`src/rtl/card_dealer_rng.sv`:
```
`default_nettype none
// ============================================================================
// Module   : card_dealer_rng
// Brief    : LFSR-driven card source with per-rank shoe accounting and a
//            request/valid handshake; falls back to a linear scan after
//            MAX_TRIES rejected random draws.
// Revision : 1.0
// ============================================================================
module card_dealer_rng #(
  parameter int unsigned       LFSR_W    = 16,
  parameter logic [LFSR_W-1:0] TAPS      = 16'hB400,
  parameter logic [LFSR_W-1:0] SEED      = 16'hACE1,
  parameter int unsigned       DECKS     = 1,
  parameter int unsigned       MAX_TRIES = 16
) (
  input  logic                          clk,
  input  logic                          rst_n,
  input  logic                          reseed,
  input  logic [LFSR_W-1:0]             seed_in,
  input  logic                          shuffle,
  input  logic                          req,
  output logic                          busy,
  output logic                          card_valid,
  output logic [3:0]                    card_rank,
  output logic                          empty_err,
  output logic [$clog2(52*DECKS+1)-1:0] cards_left
);

  localparam int unsigned c_cnt_w  = $clog2(4*DECKS+1);
  localparam int unsigned c_left_w = $clog2(52*DECKS+1);
  localparam int unsigned c_try_w  = (MAX_TRIES > 1) ? $clog2(MAX_TRIES) : 1;

  localparam logic [c_cnt_w-1:0]  c_full_cnt  = c_cnt_w'(4*DECKS);
  localparam logic [c_left_w-1:0] c_full_left = c_left_w'(52*DECKS);
  localparam logic [c_try_w-1:0]  c_last_try  = c_try_w'(MAX_TRIES-1);
  localparam logic [LFSR_W-1:0]   c_seed      = (SEED == '0) ? LFSR_W'(1) : SEED;

  localparam logic [1:0] c_idle = 2'd0;
  localparam logic [1:0] c_draw = 2'd1;
  localparam logic [1:0] c_scan = 2'd2;

  logic [LFSR_W-1:0]  r_lfsr;
  logic [1:0]         r_state;
  logic [1:0]         w_state_nxt;
  logic [c_try_w-1:0] r_tries;
  logic [3:0]         r_ptr;
  logic [c_cnt_w-1:0] r_cnt [1:13];
  logic [3:0]         w_pick;
  logic               w_pick_ok;
  logic [c_cnt_w-1:0] w_pick_cnt;
  logic               w_accept;
  logic               w_last_try;

  always_ff @(posedge clk or negedge rst_n) begin
    if (!rst_n)
      r_lfsr <= c_seed;
    else if (reseed)
      r_lfsr <= (seed_in == '0) ? c_seed : seed_in;
    else if (r_lfsr == '0)
      r_lfsr <= c_seed;
    else
      r_lfsr <= {r_lfsr[LFSR_W-2:0], ^(r_lfsr & TAPS)};
  end

  // DRAW tests the LFSR candidate, SCAN tests the walking pointer.
  assign w_pick     = (r_state == c_scan) ? r_ptr : r_lfsr[3:0];
  assign w_pick_ok  = (w_pick >= 4'd1) && (w_pick <= 4'd13);
  assign w_accept   = (r_state != c_idle) && w_pick_ok && (w_pick_cnt != '0);
  assign w_last_try = (r_tries == c_last_try);

  always_comb begin
    w_pick_cnt = '0;
    for (int i = 1; i <= 13; i++)
      if (w_pick == 4'(i)) w_pick_cnt = r_cnt[i];
  end

  always_ff @(posedge clk or negedge rst_n) begin
    if (!rst_n) r_state <= c_idle;
    else        r_state <= w_state_nxt;
  end

  always_comb begin
    w_state_nxt = r_state;
    if (shuffle)
      w_state_nxt = c_idle;
    else begin
      case (r_state)
        c_idle:  if (req && (cards_left != '0)) w_state_nxt = c_draw;
        c_draw: begin
          if (w_accept)        w_state_nxt = c_idle;
          else if (w_last_try) w_state_nxt = c_scan;
        end
        c_scan:  if (w_accept) w_state_nxt = c_idle;
        default: w_state_nxt = c_idle;
      endcase
    end
  end

  always_comb begin
    busy = (r_state == c_draw) || (r_state == c_scan);
  end

  // Shuffle outranks an accept in the same cycle, so an aborted draw never decrements.
  always_ff @(posedge clk or negedge rst_n) begin
    if (!rst_n) begin
      for (int i = 1; i <= 13; i++) r_cnt[i] <= c_full_cnt;
      cards_left <= c_full_left;
      card_rank  <= '0;
      card_valid <= 1'b0;
      empty_err  <= 1'b0;
      r_tries    <= '0;
      r_ptr      <= 4'd1;
    end else begin
      card_valid <= 1'b0;
      empty_err  <= 1'b0;
      if (shuffle) begin
        for (int i = 1; i <= 13; i++) r_cnt[i] <= c_full_cnt;
        cards_left <= c_full_left;
      end else if (w_accept) begin
        for (int i = 1; i <= 13; i++)
          if (w_pick == 4'(i)) r_cnt[i] <= r_cnt[i] - 1'b1;
        cards_left <= cards_left - 1'b1;
        card_rank  <= w_pick;
        card_valid <= 1'b1;
      end else begin
        case (r_state)
          c_idle: begin
            if (req) begin
              if (cards_left == '0) empty_err <= 1'b1;
              r_tries <= '0;
            end
          end
          c_draw: begin
            if (w_last_try) r_ptr <= w_pick_ok ? w_pick : 4'd1;
            else            r_tries <= r_tries + 1'b1;
          end
          c_scan:  r_ptr <= (r_ptr == 4'd13) ? 4'd1 : r_ptr + 4'd1;
          default: ;
        endcase
      end
    end
  end

endmodule
`default_nettype wire

```
`config.mk`:
```
export PLATFORM = sky130hd
export DESIGN_NAME = card_dealer_rng
export DESIGN_NICKNAME = d
export VERILOG_FILES = /design/src/rtl/card_dealer_rng.sv
export SDC_FILE = /design/constraint.sdc
export NUM_CORES = 1
export LEC_CHECK = 0
export ABC_AREA = 1
export CAP_MARGIN = 20
export CORE_MARGIN = 3
export CORE_UTILIZATION = 50
export DETAILED_ROUTE_END_ITERATION = 12
export GPL_TIMING_DRIVEN = 1
export PLACE_DENSITY = 0.8
export SETUP_SLACK_MARGIN = 0.15
export SLEW_MARGIN = 30
export SYNTH_ARGS = -nofsm -noshare
export SYNTH_HDL_FRONTEND = slang
export SYNTH_SLANG_ARGS = --single-unit
```
`constraint.sdc`:
```
create_clock -name clk -period 6.8 [get_ports clk]
set_input_delay 1.36 -clock clk [delete_from_list [all_inputs] [get_ports clk]]
set_output_delay 1.36 -clock clk [all_outputs]
set_load 0.1 [all_outputs]
```
# ---- Word level (Yosys, flattened, before mapping)
# Cells that the tools add are included.
dict set report op_classes {
  eq_ne 23
  bitwise_logic 2
  add_sub_neg 16
  n_lt_le_gt_ge 2
  n_mux 54
  reduce_logical 46
}
# op n
set op_table {}
lappend op_table {{3-bit 2-to-1 mux} 26}
lappend op_table {{39-bit 2-to-1 mux} 2}
lappend op_table {{16-bit 2-to-1 mux} 3}
lappend op_table {{3-bit by 1-bit subtractor with 3-bit output (second input constant)} 13}
lappend op_table {{2-bit nonzero test} 17}
lappend op_table {{4-bit == test (second input constant)} 8}
lappend op_table {{16-bit logical NOT} 2}
lappend op_table {{2-bit AND reduction} 14}
lappend op_table {{4-bit 2-to-1 mux} 6}
lappend op_table {{4-bit by 3-bit == test with 1-bit output (second input constant)} 4}
lappend op_table {{4-bit one-hot mux with 2 select lines} 2}
lappend op_table {{16-bit XOR reduction} 1}
lappend op_table {{6-bit 2-to-1 mux} 2}
lappend op_table {{2-bit 2-to-1 mux} 5}
lappend op_table {{4-bit by 1-bit adder with 4-bit output (second input constant)} 2}
lappend op_table {{4-bit by 2-bit == test with 1-bit output (second input constant)} 2}
lappend op_table {{1-bit 2-to-1 mux} 7}
lappend op_table {{6-bit logical NOT} 1}
lappend op_table {{2-bit inequality test (second input constant)} 3}
lappend op_table {{3-bit inequality test (second input constant)} 2}
lappend op_table {{2-bit one-hot mux with 3 select lines} 1}
lappend op_table {{6-bit nonzero test} 1}
lappend op_table {{6-bit by 1-bit subtractor with 6-bit output (second input constant)} 1}
lappend op_table {{5-bit AND reduction} 1}
lappend op_table {{other kinds (13)} 17}
dict set report word_totals {
  elab_cells 164
  register_bits 77
  inputBits 21
  out_inout_bits 13
}

# ---- Logic depth before layout (Yosys ltp)
dict set report depth {
  depth_word 21
  ltp_mapped 29
  depth_no_buf 28
}

# ---- Least setup slack after synthesis
# No wires, ideal clock.
dict set report synth_path {
  path_kind {reg-to-output}
  from {reg r_state[1]}
  to {out busy}
  n_path_buf 0
  path_slack_ps 4164
  stages_incl_launch_ff 3
  t_required_ps 5440
  arrival_time_ps 1276
  cell_sequence {dfrtp_1 inv_1 ha_1}
}
dict set report synth_via {
  elab_chain_cells 2
  elab_cells_between_ends 3
  classes_between {eq/ne: 2; reduce/logical: 1}
}
# element line_no
set synth_rtl {}
lappend synth_rtl {{start, declared} 43} ;# logic [1:0] r_state;
lappend synth_rtl {{start signal, assigned} 78} ;# if (!rst_n) r_state <= c_idle;
lappend synth_rtl {{start signal, assigned} 79} ;# else r_state <= w_state_nxt;
lappend synth_rtl {{2-bit by 1-bit == test with 1-bit output / 2-bit == test (equally long branches)} 100} ;# busy = (r_state == c_draw) || (r_state == c_scan);
lappend synth_rtl {{1-bit logical OR (*)} 100}
lappend synth_rtl {{end, declared} 22} ;# output logic busy,
# Every way passes the cells marked *; elsewhere a longest branch is shown, timed or not.

# ---- Final worst setup path
dict set report layout_path {
  from {reg r_state[0]}
  to {reg r_cnt[12] in the netlist's numbering}
}
dict set report layout_via {
  elab_chain_cells 20
  elab_cells_between_ends 38
  classes_between {order compare: 2; eq/ne: 14; mux: 14; reduce/logical: 8}
}
# element line_no
set layout_rtl {}
lappend layout_rtl {{2-bit == test} 66} ;# assign w_pick = (r_state == c_scan) ? r_ptr : r_lfsr[3:0];
lappend layout_rtl {{4-bit 2-to-1 mux} 66}
lappend layout_rtl {{4-bit by 1-bit == test with 1-bit output} 74} ;# if (w_pick == 4'(i)) w_pick_cnt = r_cnt[i];
lappend layout_rtl {{3-bit 2-to-1 mux (13 in a row)} 74}
lappend layout_rtl {{3-bit nonzero test} 68} ;# assign w_accept = (r_state != c_idle) && w_pick_ok && (w_pick_cnt != '0);
lappend layout_rtl {{1-bit logical AND} 68}
lappend layout_rtl {{2-bit nonzero test (no source line)} n/a}
lappend layout_rtl {{2-bit AND reduction (no source line) (*)} n/a}
lappend layout_rtl {{end signal, assigned by index} 121} ;# if (w_pick == 4'(i)) r_cnt[i] <= r_cnt[i] - 1'b1;
lappend layout_rtl {{end, declared} 47} ;# logic [c_cnt_w-1:0] r_cnt [1:13];
# Marks and branches as above.
# A chain may end at the register's enable or synchronous reset.

==> run summary <==
* 32.9% — Relative slew margins
* 13.7 µm — average wire per standard cell
* 659 — NumNets Final
* 0.903 — weighted congestion reported at the end of routability-driven placement
* 0 — max cap viols
* 729 — non-filler cells, final
* 9 — number of buffers inserted during clock tree synthesis
* sky130_fd_sc_hd__dfrtp_1 — Synth area leader
* reg -> reg — path type of the worst setup path
* 0 — CTS Hold Bufs
* 101 µm — die outline height
* 3813 — number of global-route vias before repair
* 2 — maximum root-to-sink buffer count
* 34 — FP Rows
* 33 — IO Port Bufs
* 0.376 mV — worst vdd rail ir drop
* 10200 µm² — die area
* 196 — starting DRC count in detailed routing
* finished, final reports clean — run status
* 4 — detailed-router iteration count before antenna repair
* 0.41 ns — CP peak stage delay
* 3.09 ns — setup slack after layout
* 2.43 nW — Leak Pwr
* 43.2% — sequential-to-total area share from yosys stat
* 54.6% — part of the cycle the worst path needs
* reg -> reg — worst min-delay path class
* 0 — final hold violation count
* 7.09 ns — required time worst endpoint
* 3.71 ns — minimum clock period after layout
* 0 — PostCTS Resize Cnt
* 28.7% — area share of the leading cell type in the synthesized netlist
* sky130_fd_sc_hd__dfrtp_1 — Main synth FF type
* sky130_fd_sc_hd__clkbuf_8 — CTS root buffer
* 100% — share of flip-flops with an asynchronous set or reset
* 0 — number of synthesized flops with an enable pin
* 4.00 ns — data arrival time of the worst path
* sky130_fd_sc_hd__dfrtp_1 — slowest CP cell
* 4002 — Via Count
* 0.0183 ns — final clock skew
* 20.5% — GRT Resource Usage Total
* 786 — count of filler cells inserted in the layout
* 101 µm — die outline width
* 0 — initial antenna violation count
* 629 — syn_nets
* 0 — count of final setup violators
* 7.12 mm — HPWL after DPL
* register — Crit. End Element
* 0.09 ns — Clk pin slew, worst setup/hold paths
* 77 — FF+latch count, synth
* sky130_fd_sc_hd__dfrtp_1 29%, sky130_fd_sc_hd__dfstp_2 14%, sky130_fd_sc_hd__nand2_1 13% — top area cells in the synthesized netlist
* 78 — pin count of the biggest net entering global routing
* false — setup repair after global routing missed its margin
* 11.1% — fraction of final layout cells sized beyond drive strength 1
* 7.74 µm² — syn_area_per_cell
* yes — CTS tree
* 8760 µm² — core area
* register — sort of element at the start of the critical path
* 58.5% — share of the core filled with cells
* 2.92 ns — worst-case setup slack after placement
* 0.36 ns — source-to-sink clock delay at the later pin of the worst-skew pair
* 0 ns — final setup TNS
* 77 — number of clock sinks seen by CTS
* 0 — count of antenna diodes in the layout
* 5.49 — via/cell ratio
* 383 nW/µm² — power density relative to cell area
* 1.96 mW — overall power after layout
* 0 — DRC violations left
* inv_1 -> ha_1 -> inv_2 -> nand2_2 -> nand2_2 -> nor2_1 -> inv_2 -> nor2_1 -> nand2_1 -> nand4_1 -> nand2_1 -> nand3_1 -> nor2_1 -> nand2_1 -> nand2_1 -> nand2_1 -> nand2_2 -> nand2_4 -> nand2_2 -> inv_1 -> nand2_1 -> o21ai_1 — crit-path cells
* 0 — final count of pins violating max slew
* 586 — instance count of the mapped netlist
* 48 — largest fanout on the critical path
* 1.00 ns — slew at the pin closest to its max-slew limit
* 0 — GRT Residual Overflow
* 0 — Yosys warning total
* 9.96 mm — post-detailed-routing wire length
* 0.269 GHz — FMAX
* 4530 µm² — Synth Cell Area
* 3 — H-tree depth reported by CTS
* 13.2% — growth of design area from synthesis to finish
* 16.9 mm — global-route wire length before repair
* 51.7% — initial standard-cell utilization of the core
* 0 — remaining antenna violation count
* 34 — I/O pins
* 0 — Post-CTS Repair Setup Buffers
* 713 — # placed instances
* 39 — number of distinct standard cells referenced by the synthesized netlist
* sky130_fd_sc_hd__nand2_1 — cell occurring most often along the worst timing path
[registers in the layout, indices dropped and copies added, names as in the netlist]
name	cells
r_ptr	4
r_state	2
card_rank	4
r_cnt	39
r_tries	4
r_lfsr	16
cards_left	6
card_valid	1
empty_err	1
[power breakdown]
| group | switching, mW | internal (mW) |
|---|---|---|
| logic | 0.717 | 0.250 |
| registers | 0.0568 | 0.554 |
| clock network | 0.177 | 0.208 |
| total | 0.951 | 1.01 |
[synth_stat cells, types with 2 or more instances]
library cell	instances
sky130_fd_sc_hd__nor2_4	4
sky130_fd_sc_hd__buf_6	4
sky130_fd_sc_hd__nand2_4	2
sky130_fd_sc_hd__nand3_1	69
sky130_fd_sc_hd__a21oi_1	5
sky130_fd_sc_hd__o21ai_1	23
sky130_fd_sc_hd__o211ai_1	2
sky130_fd_sc_hd__nor2_2	3
sky130_fd_sc_hd__a31oi_1	6
sky130_fd_sc_hd__dfrtp_1	52
sky130_fd_sc_hd__nand3b_1	2
sky130_fd_sc_hd__a32oi_1	3
sky130_fd_sc_hd__o21ai_0	19
sky130_fd_sc_hd__nor3_1	5
sky130_fd_sc_hd__or2_2	2
sky130_fd_sc_hd__o31ai_1	2
sky130_fd_sc_hd__inv_2	9
sky130_fd_sc_hd__xor2_1	5
sky130_fd_sc_hd__ha_1	22
sky130_fd_sc_hd__dfstp_2	25
sky130_fd_sc_hd__buf_1	2
sky130_fd_sc_hd__nor2_1	33
sky130_fd_sc_hd__buf_2	2
sky130_fd_sc_hd__nand2_1	151
sky130_fd_sc_hd__o22ai_1	5
sky130_fd_sc_hd__clkbuf_1	6
sky130_fd_sc_hd__nand4_1	20
sky130_fd_sc_hd__inv_1	81
sky130_fd_sc_hd__nand2_2	6
sky130_fd_sc_hd__nor4_1	6
sky130_fd_sc_hd__o32ai_1	2
[per-stage QoR]
stage / cell area, µm² / hold slack (ns)
4_1_cts: 5130 / 0.484
3_5_place_dp: 4910 / 0.471
6_report: 5130 / 0.482
2_1_floorplan: 4530 / 0.455
3_3_place_gp: 4910 / 0.467
5_1_grt: 5130 / 0.501
[layout make-up]
cell class,count,area [µm²],share of cell area (%)
multi-input combinational,404,2140,41.8
sequential,77,1960,38.2
tap,108,135,2.63
timing repair buffer,34,339,6.61
clock buffer,11,131,2.56
clock inverter,5,83.8,1.63
inverter,90,338,6.59
[layer usage]
| layer | routed length [µm] | track usage (%) | up-vias |
|---|---|---|---|
| met5 | 0 | 0 | - |
| met4 | 86 | 6.65 | 0 |
| met3 | 338 | 3.44 | 12 |
| met2 | 4920 | 35.0 | 86 |
| met1 | 4620 | 26.7 | 1921 |
| li1 | - | - | 1983 |
[cell usage in the layout (no fill, tap or decap), types with 3 or more instances in the layout]
master                              n
sky130_fd_sc_hd__nand2_1          151
sky130_fd_sc_hd__inv_1             81
sky130_fd_sc_hd__nand3_1           69
sky130_fd_sc_hd__dfrtp_1           52
sky130_fd_sc_hd__nor2_1            33
sky130_fd_sc_hd__clkdlybuf4s50_1   32
sky130_fd_sc_hd__dfstp_2           25
sky130_fd_sc_hd__o21ai_1           23
sky130_fd_sc_hd__ha_1              22
sky130_fd_sc_hd__nand4_1           20
sky130_fd_sc_hd__o21ai_0           19
sky130_fd_sc_hd__inv_2              9
sky130_fd_sc_hd__clkbuf_8           9
sky130_fd_sc_hd__nor4_1             6
sky130_fd_sc_hd__a31oi_1            6
sky130_fd_sc_hd__nand2_2            6
sky130_fd_sc_hd__nor3_1             5
sky130_fd_sc_hd__xor2_1             5
sky130_fd_sc_hd__o22ai_1            5
sky130_fd_sc_hd__a21oi_1            5
sky130_fd_sc_hd__nor2_4             4
sky130_fd_sc_hd__a32oi_1            3
sky130_fd_sc_hd__nor2_2             3
[kinds of logic after synthesis]
| family | count (synthesis) | synth area share [%] |
|---|---|---|
| XOR/XNOR | 5 | 0.966 |
| AO/OA/AOI/OAI | 72 | 9.27 |
| adder cells (fa/ha/maj) | 22 | 6.07 |
| AND/OR/NAND/NOR | 305 | 31.0 |
| flip-flops | 77 | 43.2 |
| buffers and inverters | 105 | 9.49 |
[final timing paths]
check,startpoint,endpoint,slack [ns],cells after the start
worst max register to register,r_state[0],r_cnt[12],3.09,22
max in group asynchronous,rst_n,r_ptr[3],5.31,1
worst max-delay path,r_state[0],r_cnt[12],3.09,22
min in group asynchronous,rst_n,r_cnt[24],1.03,1
worst min register to register,r_cnt[11],r_cnt[11],0.48,2
worst min-delay path,r_cnt[11],r_cnt[11],0.48,2
[worst max-delay path, delay by kind of cell, from the launching register on]
kind,cells,cell delay (ns)
simple gates,16,2.25
buf+inv,4,0.60
flops,1,0.41
fa+ha+maj,1,0.30
compound gates,1,0.08
No activity file was read; power rests on OpenSTA's default activity.
